--- src/rtl/bit_serialiser.sv ---
// bit_serialiser
//   Parallel-to-serial front end for the bit-pattern recognition datapath.
//   Accepts WIDTH-bit words over a valid/ready handshake and shifts them out
//   one bit per clock. A one-entry holding buffer lets consecutive words
//   stream with no idle cycles between them.
//
// Parameters
//   WIDTH      word width in bits (>= 2)
//   MSB_FIRST  1: din[WIDTH-1] is sent first, 0: din[0] is sent first
//
// Ports
//   clock       system clock, rising edge
//   nreset      asynchronous active-low reset
//   din         parallel word to serialise
//   din_valid   din holds a word to transfer
//   din_ready   block can accept a word this cycle
//   sout        serial bit stream, 0 when idle
//   sout_valid  sout carries a data bit this cycle
//   last        sout carries the final bit of a word
//   busy        a word is being shifted or is held in the buffer
module bit_serialiser #(
    parameter int WIDTH     = 8,
    parameter bit MSB_FIRST = 1'b1
) (
    input  logic             clock,
    input  logic             nreset,
    input  logic [WIDTH-1:0] din,
    input  logic             din_valid,
    output logic             din_ready,
    output logic             sout,
    output logic             sout_valid,
    output logic             last,
    output logic             busy
);

    localparam int            CW      = $clog2(WIDTH);
    localparam logic [CW-1:0] CNT_MAX = CW'(WIDTH - 1);

    typedef enum logic {
        IDLE,
        SHIFT
    } state_t;

    state_t           state;
    logic [WIDTH-1:0] sreg;
    logic [WIDTH-1:0] hbuf;
    logic [CW-1:0]    cnt;
    logic             hfull;

    logic             free;
    logic             xfer;
    logic [WIDTH-1:0] sreg_next;

    always_comb begin
        // Shifter can take a new word at this edge: empty, or on its last bit.
        free = (state == IDLE) || (cnt == CNT_MAX);
        xfer = din_valid && !hfull;
        if (MSB_FIRST) begin
            sreg_next = {sreg[WIDTH-2:0], 1'b0};
        end else begin
            sreg_next = {1'b0, sreg[WIDTH-1:1]};
        end
    end

    always_ff @(posedge clock or negedge nreset) begin
        if (!nreset) begin
            state <= IDLE;
            cnt   <= '0;
            sreg  <= '0;
            hbuf  <= '0;
            hfull <= 1'b0;
        end else begin
            if (free && hfull) begin
                // Buffered word has priority over any new transfer.
                sreg  <= hbuf;
                cnt   <= '0;
                state <= SHIFT;
                hfull <= xfer;
                if (xfer) begin
                    hbuf <= din;
                end
            end else if (free && xfer) begin
                // Bypass: word goes straight into the shifter.
                sreg  <= din;
                cnt   <= '0;
                state <= SHIFT;
            end else begin
                if (xfer) begin
                    hbuf  <= din;
                    hfull <= 1'b1;
                end
                if (free) begin
                    state <= IDLE;
                    cnt   <= '0;
                    sreg  <= '0;
                end else begin
                    cnt  <= cnt + 1'b1;
                    sreg <= sreg_next;
                end
            end
        end
    end

    // Outputs are plain decodes of registered state.
    assign din_ready  = !hfull;
    assign sout_valid = (state == SHIFT);
    assign sout       = (state == SHIFT) && (MSB_FIRST ? sreg[WIDTH-1] : sreg[0]);
    assign last       = (state == SHIFT) && (cnt == CNT_MAX);
    assign busy       = (state == SHIFT) || hfull;

endmodule

--- config.mk ---
export PLATFORM = sky130hd
export DESIGN_NAME = bit_serialiser
export DESIGN_NICKNAME = d
export VERILOG_FILES = /design/src/rtl/bit_serialiser.sv
export SDC_FILE = /design/constraint.sdc
export NUM_CORES = 1
export LEC_CHECK = 0
export CORE_UTILIZATION = 51
export CTS_CLUSTER_DIAMETER = 100
export DETAILED_ROUTE_END_ITERATION = 16
export GPL_TIMING_DRIVEN = 0
export HOLD_SLACK_MARGIN = 0.02
export PLACE_DENSITY = 0.77
export SLEW_MARGIN = 20
export SYNTH_ARGS = -nofsm -noshare
export SYNTH_HDL_FRONTEND = slang
export SYNTH_SLANG_ARGS = --single-unit
--- constraint.sdc ---
create_clock -name clock -period 2.2 [get_ports clock]
set_clock_uncertainty 0.2 [all_clocks]
set_input_delay 0.33 -clock clock [delete_from_list [all_inputs] [get_ports clock]]
set_output_delay 0.33 -clock clock [all_outputs]
set_load 0.05 [all_outputs]
---- Word level (Yosys, flattened, before mapping) ----
Index checks and enable logic that the tools add are counted.
word-level totals
  flip-flop bits (word level) ............. 21
  output and inout port bits .............. 5
  logic and storage cells ................. 35
operators by class
  $add $sub $neg .......................... 1
  eq/ne operators ......................... 2
  muxes and demuxes ....................... 15
  bitwise operators ....................... 1
  reduce and logical (&&, ||, !) cells .... 11
operators with widths
  operator                                      count
  2-to-1 mux 8 bit                              6
  2-to-1 mux 3 bit                              3
  2-to-1 mux 1 bit                              6
  logical AND 1 bit                             5
  adder 3 x 1 -> 3 bit (second input constant)  1
  equality test 3 bit (second input constant)   1
  nonzero test 3 bit                            1
  logical OR 1 bit                              2
  != test 2 bit (second input constant)         1
  AND reduction 2 bit                           1
  nonzero test 2 bit                            1
  logical NOT 1 bit                             1
  NOT 1 bit                                     1

---- Logic depth before layout (Yosys ltp) ----
  depth in word-level cells ............... 5
  gate-level depth with buffers ........... 6

---- Least setup slack after synthesis ----
OpenSTA, ideal clock, no wires.
  path type ............................... reg2out
  start ................................... register state, in the netlist sout_valid
  end ..................................... output sout
  arrival time ............................ 1,336 ps
  required time ........................... 1,670 ps
  slack ................................... 334 ps
  cell stages (with the launch flop) ...... 3
  buffers on the path ..................... 1
  cells stage by stage .................... dfrtp_1 clkbuf_1 and2_1
on the way
  word-level cells in the longest chain between the ends .. 1
RTL lines
  what                    line  text
  from (decl)             44    state_t state;
  from (signal assigned)  67    state <= IDLE;
  from (signal assigned)  77    state <= SHIFT;
  from (signal assigned)  86    state <= SHIFT;
  logical AND 1 bit       107   assign sout = (state == SHIFT) && (MSB_FIRST ? sreg[WIDTH-1] : sreg[0]);
  to (decl)               30    output logic sout,
Every way passes these cells.

---- Worst setup path in the final report ----
  start ................................... register cnt[0]
  end ..................................... output last
on the way
  word-level cells in the longest chain between the ends .. 2
RTL lines
  what                    line  text
  from (decl)             47    logic [CW-1:0] cnt;
  from (signal assigned)  97    cnt <= cnt + 1'b1;
  equality test 3 bit     108   assign last = (state == SHIFT) && (cnt == CNT_MAX);
  logical AND 1 bit       108
  to (decl)               32    output logic last,
Every way passes these cells.

==> results.yml <==
job:
  cap_violations: 0
yosys:
  yosysUniqueCellTypes: 18
  yosysSeqAreaShare: 0.5344
  synthCells: 82
  syn_nets: 95
  synth_top_cell_by_area: "dfrtp_1"
  syn_area_um2: 983.4
  ys_warn_count: 0
  syn_area_per_cell_um2: 11.99
  synth_area_leaders: "dfrtp_1 53%, mux2_4 12%, nand3b_1 6.1%"
  synth_top_area_share: 0.5344
  synth_seq_cells: 21
routing:
  wl_per_cell_um: 13.66
  dr.pass1.iters: 4
  antenna_left: 0
  drc: 0
  drt-initial-drc-count: 6
  vias_per_cell: 5.294
  num_vias: 667
  routed_wirelength_um: 1721
clock_network:
  tritoncts: "done"
  cts_sinks: 21
  cts.clk_slew.worst_paths_ps: 130
  cts_max_level: 1
  clock_latency_ps: 310
  cts-root-buf: "clkbuf_4"
  clk_path_buf_depth: 2
  cts_buffers: 3
die:
  start_util: 0.5574
  die_y_um: 45.91
  die_area_um2: 2108
  core_area_um2: 1764
  die_width_um: 45.91
  fp-row-count: 15
  ios: 16
grt:
  grt_busiest_layer: "met2"
  overflow: 0
  track_usage: 0.2027
  use_met3: 0.05159
  use_met2: 0.3127
  grt_pass1_vias: 599
  antenna_found_initial: 0
  grt_pass1_wl_um: 2870
  grtUsageMet1: 0.2679
  grt_max_degree: 22
placement:
  postPlaceCellArea_um2: 1155
  hpwl_um: 1128
  routabilityCongestion: 0.7370
  io_buffers: 14
  dp_slack_ps: -111.4
power_and_ir_drop:
  max-vdd-ir-drop_mv: 0.6428
  p_per_area_nw_per_um2: 1278
  power_leakage_uw: 0.0005294
timing:
  finalHoldViolCount: 0
  timing.slew.headroom: 0.3808
  tightest_slew_ps: 925.9
  min_period_ps: 2148
  post-route-period-util: 0.9765
  slew_violations: 0
  worst_slack_ps: 51.60
  finalSetupViolations: 0
  fmax_mhz: 465.5
  setup_tns_ps: 0
  grt_setup_unrepaired: "yes"
hold_path:
  holdCritPathClass: "primary input to register"
  min_path_cells: 3
critical_path:
  crit_fanout: 10
  worst_r2r_path_depth: 5
  crit_arrival_ps: 1620
  endpoint_kind: "primary output"
  crit_type: "register to primary output"
  critPathRequiredTime_ps: 1670
  startpoint_type: "register"
status:
  status: "finished clean"
cells_and_area:
  layout-drive-gt1-share: 0.2277
  final_util: 0.6681
  area_growth_syn_to_layout_pct: 19.85
  fin_area_um2: 1179
  nets: 115
  diodes: 0
## cell type report
class,count,area (um2)
Clock buffer,3,22.52
Multi-Input combinational cell,53,407.9
Inverter,1,3.754
Buffer,7,46.29
Clock inverter,1,5.005
Tap cell,25,31.28
Sequential cell,21,525.5
Timing Repair Buffer,15,136.4
Fill cell,156,585.6
## state kept, by name (all words and copies together), names as in the netlist
register	cells
sout_valid	1
hbuf	8
cnt	3
sreg	8
hfull	1
## synth_stat cells, drive strengths merged
cell type and count:
dfrtp 21, or2 1, a31oi 7, inv 1
a21oi 1, ha 2, and2 4, mux2 8
nand2b 1, nor2b 1, nand2 9, clkbuf 1
buf 6, nand3b 8, nor2 3, nor3b 7
and4bb 1
## through the flow
| step | power (uW) | std cells | hold slack, ps |
|---|---|---|---|
| 3_5_place_dp | 1327 | 121 | 235.5 |
| 4_1_cts | 1508 | 125 | 66.40 |
| 2_1_floorplan | 1154 | 82 | -165.6 |
| 6_report | 1507 | 126 | 70.50 |
| 5_1_grt | 1619 | 126 | 67.60 |
| 3_3_place_gp | 1300 | 121 | 223.3 |
## worst max-delay path, stage by stage, from the launching register on
cell and delay [ps]:
dfrtp_1 410, ha_1 200, ha_1 180, buf_2 180
and2_1 150, buf_4 180
## cell usage in the layout (no fill, tap or decap)
cell type	count
nand3b_1	8
buf_6	2
nor2b_1	1
clkinv_2	1
clkbuf_4	3
clkdlybuf4s50_1	10
clkdlybuf4s15_2	1
and2_1	4
a21oi_1	1
nand2_1	9
nor3b_1	7
clkbuf_2	1
buf_4	2
dfrtp_1	21
clkbuf_1	1
mux2_4	8
buf_2	5
nor2_1	3
or2_1	1
nand2b_1	1
inv_1	1
ha_1	2
and4bb_1	1
a31oi_1	7
## logic make-up after synthesis
family                     synth area share
and+or+nand+nor                      0.2176
DFF                                  0.5343
AOI/OAI and AO/OA                   0.04961
buffers and inverters               0.05088
muxes                                0.1221
adders and majority gates           0.02544
## what timing repair did
action / 4_1_cts / 5_1_grt
hold buffers: 0 / 0
buffers inserted: 0 / 1
resized for setup: 8 / 9
setup endpoints to repair: 4 / 3
## power breakdown
group	total (uW)	internal (uW)	switching, uW
clock	192	67.9	124
combinational	679	345	334
sequential	636	561	74.3
## final timing paths
kind,startpoint,to,slack [ps]
max,cnt[0],last,50
max reg2reg,cnt[0],hbuf[6],340
min,din_valid,sout_valid,70
max in group asynchronous,nreset,hfull,910
min in group asynchronous,nreset,hbuf[3],320
min reg2reg,hbuf[4],hbuf[4],330
## layer usage
layer	vias to the layer above	share of wire
met5	-	0
met3	2	0.047
met4	0	0.0058
met1	320	0.45
met2	25	0.50
li1	320	-
(Power assumes the default switching activity.)
